## config.mk

```make
export PLATFORM = sky130hd
export DESIGN_NAME = morse_char_seq
export DESIGN_NICKNAME = d
export VERILOG_FILES = /design/src/rtl/morse_pkg.sv /design/src/rtl/morse_gap_timer.sv /design/src/rtl/morse_char_seq.sv
export SDC_FILE = /design/constraint.sdc
export NUM_CORES = 1
export LEC_CHECK = 0
export CORE_MARGIN = 5
export CORE_UTILIZATION = 47
export CTS_BUF_LIST = sky130_fd_sc_hd__clkbuf_16
export CTS_CLUSTER_SIZE = 40
export DETAILED_ROUTE_END_ITERATION = 12
export GPL_TIMING_DRIVEN = 0
export PLACE_DENSITY = 0.73
export SLEW_MARGIN = 20
export SYNTH_ARGS = -nofsm -noshare
export SYNTH_HDL_FRONTEND = slang
export SYNTH_HIERARCHICAL = 1
export SYNTH_SLANG_ARGS = --single-unit
```

## constraint.sdc

```tcl
create_clock -name clock -period 1.45 [get_ports clock]
set_input_delay 0.29 -clock clock [delete_from_list [all_inputs] [get_ports clock]]
set_output_delay 0.29 -clock clock [all_outputs]
set_load 0.005 [all_outputs]
```

## src/rtl/morse_pkg.sv

```systemverilog
// Shared types and helpers for the Morse character sequencer.
package morse_pkg;

  typedef enum logic [2:0] {
    ST_IDLE  = 3'd0,
    ST_ISSUE = 3'd1,
    ST_WAIT  = 3'd2,
    ST_SGAP  = 3'd3,
    ST_LGAP  = 3'd4
  } state_e;

  localparam int unsigned MAX_SYM_DEF = 4;
  localparam logic        SYM_DOT     = 1'b0;
  localparam logic        SYM_DASH    = 1'b1;

  // Lengths beyond the pattern width are treated as a full-width character.
  function automatic logic [2:0] clamp_len(input logic [2:0] len, input int unsigned max_sym);
    if (32'(len) > max_sym) return 3'(max_sym);
    return len;
  endfunction

endpackage

```

## src/rtl/morse_gap_timer.sv

```systemverilog
// Loadable down-counter; saturates at zero, flags expiry on its final counted cycle.
module morse_gap_timer #(
  parameter int unsigned W = 4
) (
  input  logic         clock,
  input  logic         reset_n,
  input  logic         load,
  input  logic [W-1:0] value,
  output logic         expired
);

  logic [W-1:0] count_q;

  always_ff @(posedge clock) begin
    if (!reset_n) begin
      count_q <= '0;
    end else if (load) begin
      count_q <= value;
    end else if (count_q != '0) begin
      count_q <= count_q - W'(1);
    end
  end

  assign expired = (count_q <= W'(1));

endmodule

```

## src/rtl/morse_char_seq.sv

```systemverilog
// Character sequencer: issues each symbol to led_fsm, waits for completion, inserts gaps.
module morse_char_seq
  import morse_pkg::*;
#(
  parameter int unsigned MAX_SYM    = MAX_SYM_DEF,
  parameter int unsigned SYM_GAP    = 1,
  parameter int unsigned LETTER_GAP = 3,
  parameter int unsigned WORD_GAP   = 7,
  parameter int unsigned TIMEOUT    = 15
) (
  input  logic               clock,
  input  logic               reset_n,
  input  logic               char_valid,
  output logic               char_ready,
  input  logic [2:0]         char_len,
  input  logic [MAX_SYM-1:0] char_pat,
  output logic               sym_strt,
  output logic               symbol,
  input  logic               sym_done,
  output logic               char_done,
  output logic               seq_err,
  output logic               busy
);

  localparam int unsigned GAP_MAX = (WORD_GAP > TIMEOUT) ? WORD_GAP : TIMEOUT;
  localparam int unsigned CW      = $clog2(GAP_MAX + 1);

  state_e             state_q;
  logic [MAX_SYM-1:0] shreg_q;
  logic [2:0]         rem_q;
  logic               ready_q, busy_q, sym_strt_q, symbol_q, char_done_q, seq_err_q;

  logic [2:0]         len_c;
  logic               tmr_load_d;
  logic [CW-1:0]      tmr_val_d;
  logic               tmr_exp;

  assign len_c = clamp_len(char_len, MAX_SYM);

  // The one timer serves the gaps and, reloaded on every ISSUE, the sym_done watchdog.
  always_comb begin
    tmr_load_d = 1'b0;
    tmr_val_d  = '0;
    case (state_q)
      ST_IDLE: if (char_valid && len_c == 3'd0) begin
        tmr_load_d = 1'b1;
        tmr_val_d  = CW'(WORD_GAP);
      end
      ST_ISSUE: begin
        tmr_load_d = 1'b1;
        tmr_val_d  = CW'(TIMEOUT);
      end
      ST_WAIT: if (sym_done) begin
        tmr_load_d = 1'b1;
        tmr_val_d  = (rem_q != 3'd0) ? CW'(SYM_GAP) : CW'(LETTER_GAP);
      end
      default: ;
    endcase
  end

  morse_gap_timer #(.W(CW)) u_timer (
    .clock   (clock),
    .reset_n (reset_n),
    .load    (tmr_load_d),
    .value   (tmr_val_d),
    .expired (tmr_exp)
  );

  always_ff @(posedge clock) begin
    if (!reset_n) begin
      state_q     <= ST_IDLE;
      shreg_q     <= '0;
      rem_q       <= '0;
      ready_q     <= 1'b1;
      busy_q      <= 1'b0;
      sym_strt_q  <= 1'b0;
      symbol_q    <= SYM_DOT;
      char_done_q <= 1'b0;
      seq_err_q   <= 1'b0;
    end else begin
      sym_strt_q  <= 1'b0;
      char_done_q <= 1'b0;
      seq_err_q   <= 1'b0;
      case (state_q)
        ST_IDLE: if (char_valid) begin
          shreg_q <= char_pat;
          rem_q   <= len_c;
          ready_q <= 1'b0;
          busy_q  <= 1'b1;
          if (len_c == 3'd0) begin
            state_q <= ST_LGAP;
          end else begin
            state_q    <= ST_ISSUE;
            sym_strt_q <= 1'b1;
            symbol_q   <= char_pat[MAX_SYM-1];
          end
        end
        ST_ISSUE: begin
          shreg_q  <= shreg_q << 1;
          rem_q    <= rem_q - 3'd1;
          symbol_q <= SYM_DOT;
          state_q  <= ST_WAIT;
        end
        ST_WAIT: begin
          if (sym_done) begin
            state_q <= (rem_q != 3'd0) ? ST_SGAP : ST_LGAP;
          end else if (tmr_exp) begin
            state_q   <= ST_IDLE;
            seq_err_q <= 1'b1;
            ready_q   <= 1'b1;
            busy_q    <= 1'b0;
          end
        end
        ST_SGAP: if (tmr_exp) begin
          state_q    <= ST_ISSUE;
          sym_strt_q <= 1'b1;
          symbol_q   <= shreg_q[MAX_SYM-1];
        end
        ST_LGAP: if (tmr_exp) begin
          state_q     <= ST_IDLE;
          char_done_q <= 1'b1;
          ready_q     <= 1'b1;
          busy_q      <= 1'b0;
        end
        default: state_q <= ST_IDLE;
      endcase
    end
  end

  assign char_ready = ready_q;
  assign busy       = busy_q;
  assign sym_strt   = sym_strt_q;
  assign symbol     = symbol_q;
  assign char_done  = char_done_q;
  assign seq_err    = seq_err_q;

endmodule
```

==> impl_metrics.env, run 1 <==
export IMPL_synth_seq_cells=20
export IMPL_initialDrtViolationCount=45
export IMPL_worstSetupStartpointType="flip-flop"
export IMPL_setup_ws_ps=-13.15
export IMPL_ys_seq_area_share_pct=34.78
export IMPL_outcome="finished with violations"
export IMPL_final_cell_mix="dfxtp_1, buf_4, nand2_1"
export IMPL_critPathCaptureType="flip-flop"
export IMPL_path_cells="inv_2 -> ha_4 -> nor2_4 -> nor3_4 -> nor2b_2 -> o21a_1 -> o32ai_2"
export IMPL_worstHoldStart="reset_n"
export IMPL_cpLargestDelayFamily="compound AO/OA/AOI/OAI gates"
export IMPL_finalHoldViolations=0
export IMPL_violations="negative setup slack"
export IMPL_maxCapViolations=0
export IMPL_syn_to_final_growth_pct=41.63
export IMPL_synth_cells=131
export IMPL_coreArea_um2=2410
export IMPL_globalplace_congestion=0.8274
export IMPL_async_reset_ff_share_pct=0
export IMPL_cts_made_buffers=3
export IMPL_crit_required_ps=1600
export IMPL_finalSetupViolations=1
export IMPL_r2r_end="state_q[2]"
export IMPL_nNetsFinal=179
export IMPL_ir_drop_mv=0.9921
export IMPL_slew_violations=0
export IMPL_hold_path_class="in -> reg"
export IMPL_power_density_nw_per_um2=1603
export IMPL_cts_tree="done"
export IMPL_dp_hpwl_um=1811
export IMPL_htreeDepth=1
export IMPL_rsz0062_at_grt="true"
export IMPL_routed_via_density=5.731
export IMPL_antenna_left=0
export IMPL_finClkSkew_ps=1.651
export IMPL_r2r_start="u_timer/count_q[1]"
export IMPL_fin_hold_ws_ps=437.6
export IMPL_grt_pass1_wl_um=4864
export IMPL_drive_gt1_share_pct=33.13
export IMPL_cts_hold_buffers=0
export IMPL_instances_no_fill=193
export IMPL_grt_max_degree=13
export IMPL_fmax_mhz=683.5
export IMPL_io_pins=17
export IMPL_fin_crit_sh_pct=100.9
export IMPL_place_inst=177
export IMPL_final_min_clock_period_ps=1463
export IMPL_crit_path_max_fanout=3
export IMPL_r2r_slack_ps=-10
export IMPL_overflow=0
export IMPL_die_height_um=59.49
export IMPL_critPathArrivalTime_ps=1610
export IMPL_n_antenna_cell=0
export IMPL_synth_edff_count=0
export IMPL_clock_sinks=20
export IMPL_cts_max_path_buffers=2
export IMPL_rr_worst_depth=7
export IMPL_numPortBuffers=16
export IMPL_syn_cell_area_um2=1151
export IMPL_power_leakage_uw=0.0006549
export IMPL_clockRootBuffer="clkbuf_16"
export IMPL_drc_errors=0
export IMPL_firstDrtPassIters=4
export IMPL_final_cell_area_um2=1630
export IMPL_wirelength_um=2991
export IMPL_place_area_um2=1354
export IMPL_crit_type="reg -> reg"
export IMPL_synth_nets=146
export IMPL_antenna_found_initial=0
export IMPL_slew_limit_headroom_pct=73.22
export IMPL_die_area_um2=3539
export IMPL_core_rowCount=18
export IMPL_grt_pass1_vias=1128
export IMPL_ys_types=48
export IMPL_max_stage_delay_ps=330
export IMPL_wl_per_cell_um=15.50
export IMPL_clk_pin_slew_ps=60
export IMPL_start_util_pct=47.77
export IMPL_ys_flop_type="dfxtp_1"
export IMPL_vias=1106
export IMPL_cpMaxStageDelayCell="dfxtp_2"
export IMPL_hold_depth=2
export IMPL_grt_usage_pct=17.66
export IMPL_path_buf_inv=1
export IMPL_final_common_cell="dfxtp_1"
export IMPL_min_to="char_ready"
export IMPL_fp_dieW_um=59.49
export IMPL_avgSynthCellArea_um2=8.787
export IMPL_worstMarginPinSlew_ps=399.6
export IMPL_worstSkewPairLatency_ps=250
export IMPL_ys_warn_count=6
layout make-up:
cell class              count  area [um^2]
clock buffers               3        75.07
clock inverters             1        3.754
well taps                  30        37.54
plain buffers               4        31.28
repair buffers             29        250.2
flip-flops and latches     20        409.1
fillers                   183        779.5
multi-input cells          94        765.7
inverters                  12        57.56
cells in the mapped netlist (all sizes together), types with 2 or more instances:
cell type  instances  area share [%]
dfxtp             20              35
nand2             12             3.9
inv               11             3.6
nor2               9             2.9
nor3               8             3.9
nand3              7             3.0
o21ai              6             2.9
a21oi              5             2.2
nand2b             5             2.7
buf                4             2.8
ha                 4             4.3
nor3b              4             4.0
a31oi              3             1.6
nand3b             2             1.3
nor2b              2             1.1
nor4b              2             2.1
o221a              2             2.0
xnor2              2             1.5
worst max path at each step:
| stage | from | endpoint | slack (ps) | depth (start not counted) |
|---|---|---|---|---|
| floorplan | u_timer/count_q[0] | symbol | 1 | 7 |
| global placement | char_valid | rem_q[2] | -570 | 4 |
| detailed placement | char_valid | rem_q[2] | -610 | 4 |
| CTS | reset_n | state_q[2] | 0.3 | 4 |
| global route | u_timer/count_q[0] | state_q[2] | -60 | 7 |
| finish | u_timer/count_q[1] | state_q[2] | -10 | 7 |
worst reg2reg max path: stages, from the launching register on:
cell and delay, ps:
dfxtp_2 330, inv_2 110, ha_4 170, nor2_4 40, nor3_4 180, nor2b_2 100, o21a_1 200, o32ai_2 230
power by group:
part           total [uW]  leakage (uW)  internal [uW]  switching, uW
combinational        1270      0.000450            691            580
clock                 572     0.0000385            367            205
sequential            770      0.000167            656            114
through the flow:
step | setup TNS, ps | total power [uW] | utilization, % | worst slack (ps)
after floorplan | 0 | 1398 | - | 1.064
after global placement | -7286 | 1579 | 56.18 | -565.5
after detailed placement | -7541 | 1601 | 56.18 | -608.8
after CTS | 0 | 2432 | 64.54 | 0.2963
after global routing | -153.2 | 2756 | 67.65 | -57.93
final | -13.15 | 2613 | 67.65 | -13.15
cells by family after synthesis:
logic type	share of synthesized area, %
AND/OR/NAND/NOR	30.11
AO/OA/AOI/OAI	18.91
flip-flops	34.78
buffers and inverters	8.152
adder cells (fa/ha/maj)	4.348
XOR/XNOR	1.522
multiplexers	2.174
layer usage:
metal / share of wire, % / wire [um] / vias to the layer above / track usage (%)
li1: - / - / 536 / -
met1: 46 / 1374 / 534 / 22.03
met2: 49 / 1452 / 32 / 30.73
met3: 4.9 / 146 / 4 / 3.050
met4: 0.64 / 19 / 0 / 5.380
met5: 0 / 0 / - / 0
what timing repair did:
action	4_1_cts	5_1_grt
setup endpoints to repair	18	12
gates resized for setup	26	16
buffers inserted	9	4
pin swaps	7	3
registers in the layout, indices dropped and copies added (netlist names):
| register | cells |
|---|---|
| busy | 1 |
| char_done | 1 |
| char_ready | 1 |
| rem_q | 3 |
| seq_err | 1 |
| shreg_q | 4 |
| state_q | 3 |
| sym_strt | 1 |
| symbol | 1 |
| u_timer/count_q | 4 |
Power figures use the tool's default switching activity.
==> run 2: changes to the inputs <==
--- a/config.mk
+++ b/config.mk
@@ -5,13 +5,14 @@
 export SDC_FILE = /design/constraint.sdc
 export NUM_CORES = 1
 export LEC_CHECK = 0
+export ABC_AREA = 1
 export CORE_MARGIN = 5
-export CORE_UTILIZATION = 47
+export CORE_UTILIZATION = 48
 export CTS_BUF_LIST = sky130_fd_sc_hd__clkbuf_16
 export CTS_CLUSTER_SIZE = 40
 export DETAILED_ROUTE_END_ITERATION = 12
 export GPL_TIMING_DRIVEN = 0
-export PLACE_DENSITY = 0.73
+export PLACE_DENSITY = 0.74
 export SLEW_MARGIN = 20
 export SYNTH_ARGS = -nofsm -noshare
 export SYNTH_HDL_FRONTEND = slang
==> impl_metrics.env, run 2 <==
export IMPL_htreeDepth=1
export IMPL_finalSetupViolations=4
export IMPL_globalplace_congestion=0.7933
export IMPL_synth_common_cells="nand2_1, nor2_1, dfxtp_1"
export IMPL_final_cell_mix="nand2_1, nor2_1, inv_1, dfxtp_1"
export IMPL_cpMaxStageDelayCell="dfxtp_2"
export IMPL_synth_nets=195
export IMPL_grt_usage_pct=18.93
export IMPL_synth_seq_cells=20
export IMPL_crit_path_max_fanout=8
export IMPL_final_cell_area_um2=1685
export IMPL_setup_ws_ps=-72.46
export IMPL_syn_to_final_growth_pct=33.63
export IMPL_finalHoldViolations=0
export IMPL_synth_largest_area_cell="dfxtp_1"
export IMPL_path_common_cell="inv_4"
export IMPL_worstSetupStartpointType="flip-flop"
export IMPL_crit_start="state_q[1]"
export IMPL_async_reset_ff_share_pct=0
export IMPL_ys_top_cells_by_area="dfxtp_1, nand2_1, nor2_1"
export IMPL_grt_pass1_vias=1288
export IMPL_n_antenna_cell=0
export IMPL_synth_top_area_share_pct=31.75
export IMPL_ys_flop_type="dfxtp_1"
export IMPL_ys_types=32
export IMPL_io_pins=17
export IMPL_power_density_nw_per_um2=2187
export IMPL_overflow=0
export IMPL_finClkSkew_ps=0.9923
export IMPL_worstHoldStart="shreg_q[0]"
export IMPL_nNetsFinal=228
export IMPL_vias=1317
export IMPL_outcome="finished with violations"
export IMPL_drive_gt1_share_pct=30.19
export IMPL_dp_hpwl_um=2188
export IMPL_fmax_mhz=656.8
export IMPL_clk_pin_slew_ps=60
export IMPL_slew_limit_headroom_pct=82.03
export IMPL_max_stage_delay_ps=340
export IMPL_fp_dieW_um=61.26
export IMPL_grt_max_degree=12
export IMPL_power_leakage_uw=0.0007978
export IMPL_synth_cells=180
export IMPL_dp_slack_ps=-534.1
export IMPL_path_cells="buf_8 -> inv_4 -> nand2_4 -> nor2_4 -> nand3_2 -> nand2_2 -> or2_4 -> inv_4 -> nand3_4 -> o21ai_1 -> nor2_1"
export IMPL_worstMarginPinSlew_ps=269.6
export IMPL_synth_most_common_cell="nand2_1"
export IMPL_ir_drop_mv=1.115
export IMPL_drc_errors=0
export IMPL_start_util_pct=50.45
export IMPL_die_height_um=61.26
export IMPL_firstDrtPassIters=4
export IMPL_fillCellCount=209
export IMPL_hold_path_class="reg -> reg"
export IMPL_violations="negative setup slack"
export IMPL_worstSkewPairLatency_ps=250
export IMPL_crit_type="reg -> reg"
export IMPL_r2r_slack_ps=-70
export IMPL_synth_edff_count=0
export IMPL_final_min_clock_period_ps=1522
export IMPL_syn_cell_area_um2=1261
export IMPL_clock_sinks=20
export IMPL_avgSynthCellArea_um2=7.007
export IMPL_die_area_um2=3753
export IMPL_place_area_um2=1484
export IMPL_cts_tree="done"
export IMPL_final_common_cell="nand2_1"
export IMPL_numPortBuffers=16
export IMPL_grt_pass1_wl_um=5368
export IMPL_r2r_start="state_q[1]"
export IMPL_routed_via_density=5.442
export IMPL_wirelength_um=3178
export IMPL_reg_largest_list="shreg_q (4), u_timer/count_q (4)"
export IMPL_critPathCaptureType="flip-flop"
export IMPL_rsz0062_at_grt="true"
export IMPL_wl_per_cell_um=13.13
export IMPL_slew_violations=0
export IMPL_clockRootBuffer="clkbuf_16"
export IMPL_initialDrtViolationCount=34
export IMPL_antenna_left=0
export IMPL_coreArea_um2=2500
export IMPL_core_rowCount=18
export IMPL_cts_made_buffers=3
export IMPL_ys_seq_area_share_pct=31.75
export IMPL_critPathArrivalTime_ps=1670
export IMPL_crit_required_ps=1600
export IMPL_fin_hold_ws_ps=471.7
export IMPL_ys_warn_count=6
export IMPL_fin_crit_sh_pct=105.0
export IMPL_antenna_found_initial=0
export IMPL_maxCapViolations=0
export IMPL_post_route_util_pct=67.42
export IMPL_cts_max_path_buffers=2
run 2: changes by cell type in the layout (fill, tap and decap cells not counted), sizes merged, moves of 6 or more:
cell,before,now
inv,11,26
nor3,8,2
o21ai,6,13
nand2,12,53
nor2,9,29
nand3,7,16
run 2: worst max-delay path, delay by kind of cell, from the launching register on:
kind,cells,cell delay [ps]
simple gates,7,650
flops,1,340
buf+inv,3,280
compound gates,1,140
run 2: final timing paths:
path / endpoint / cells after the start
max: u_timer/count_q[1] / 11
min: shreg_q[0] / 2
min reg2reg: shreg_q[0] / 2
max reg2reg: u_timer/count_q[1] / 11
run 2: final cells by class:
type	instances	area [um^2]	share of cell area [%]
Multi-Input combinational cell	132	778.2	46.18
Buffer	2	20.02	1.188
Tap cell	30	37.54	2.227
Inverter	26	115.1	6.830
Timing Repair Buffer	28	244.0	14.48
Clock inverter	1	3.754	0.2227
Sequential cell	20	411.6	24.42
Clock buffer	3	75.07	4.454
run 2: timing repair:
action                                  CTS  global route
hold buffers                              0             0
endpoints found under the setup margin   10            10
pin swaps                                 8             1
resized for setup                        17             5
buffers inserted                          9             3
run 2: logic make-up (layout without fill, tap and decap cells):
kind of cell / count (synthesis) / after routing / synth area share [%]
simple gates: 102 / 102 / 41.47
buf+inv: 28 / 60 / 9.920
compound gates: 25 / 25 / 12.20
flops: 20 / 20 / 31.75
fa+ha+maj: 4 / 4 / 3.968
xor+xnor: 1 / 1 / 0.6946
run 2: power by group:
part           internal, uW  total [uW]  switching [uW]
clock                   368         582             214
combinational           932        2180            1250
sequential              760         921             161
total                  2060        3690            1630
run 2: metal layers:
layer	wire length [um]	GRT usage, %	vias up
li1	-	-	633
met1	1332	20.72	622
met2	1595	34.74	50
met3	166	3.564	12
met4	82	8.978	0
met5	0	0	-
run 2: per-stage QoR:
stage,TNS (ps),cells,power [uW]
floorplan,-6.977,180,2356
global placement,-3714,226,2688
detailed placement,-3979,226,2770
CTS,-71.50,239,3525
global route,-807.2,242,3985
finish,-237.4,242,3686
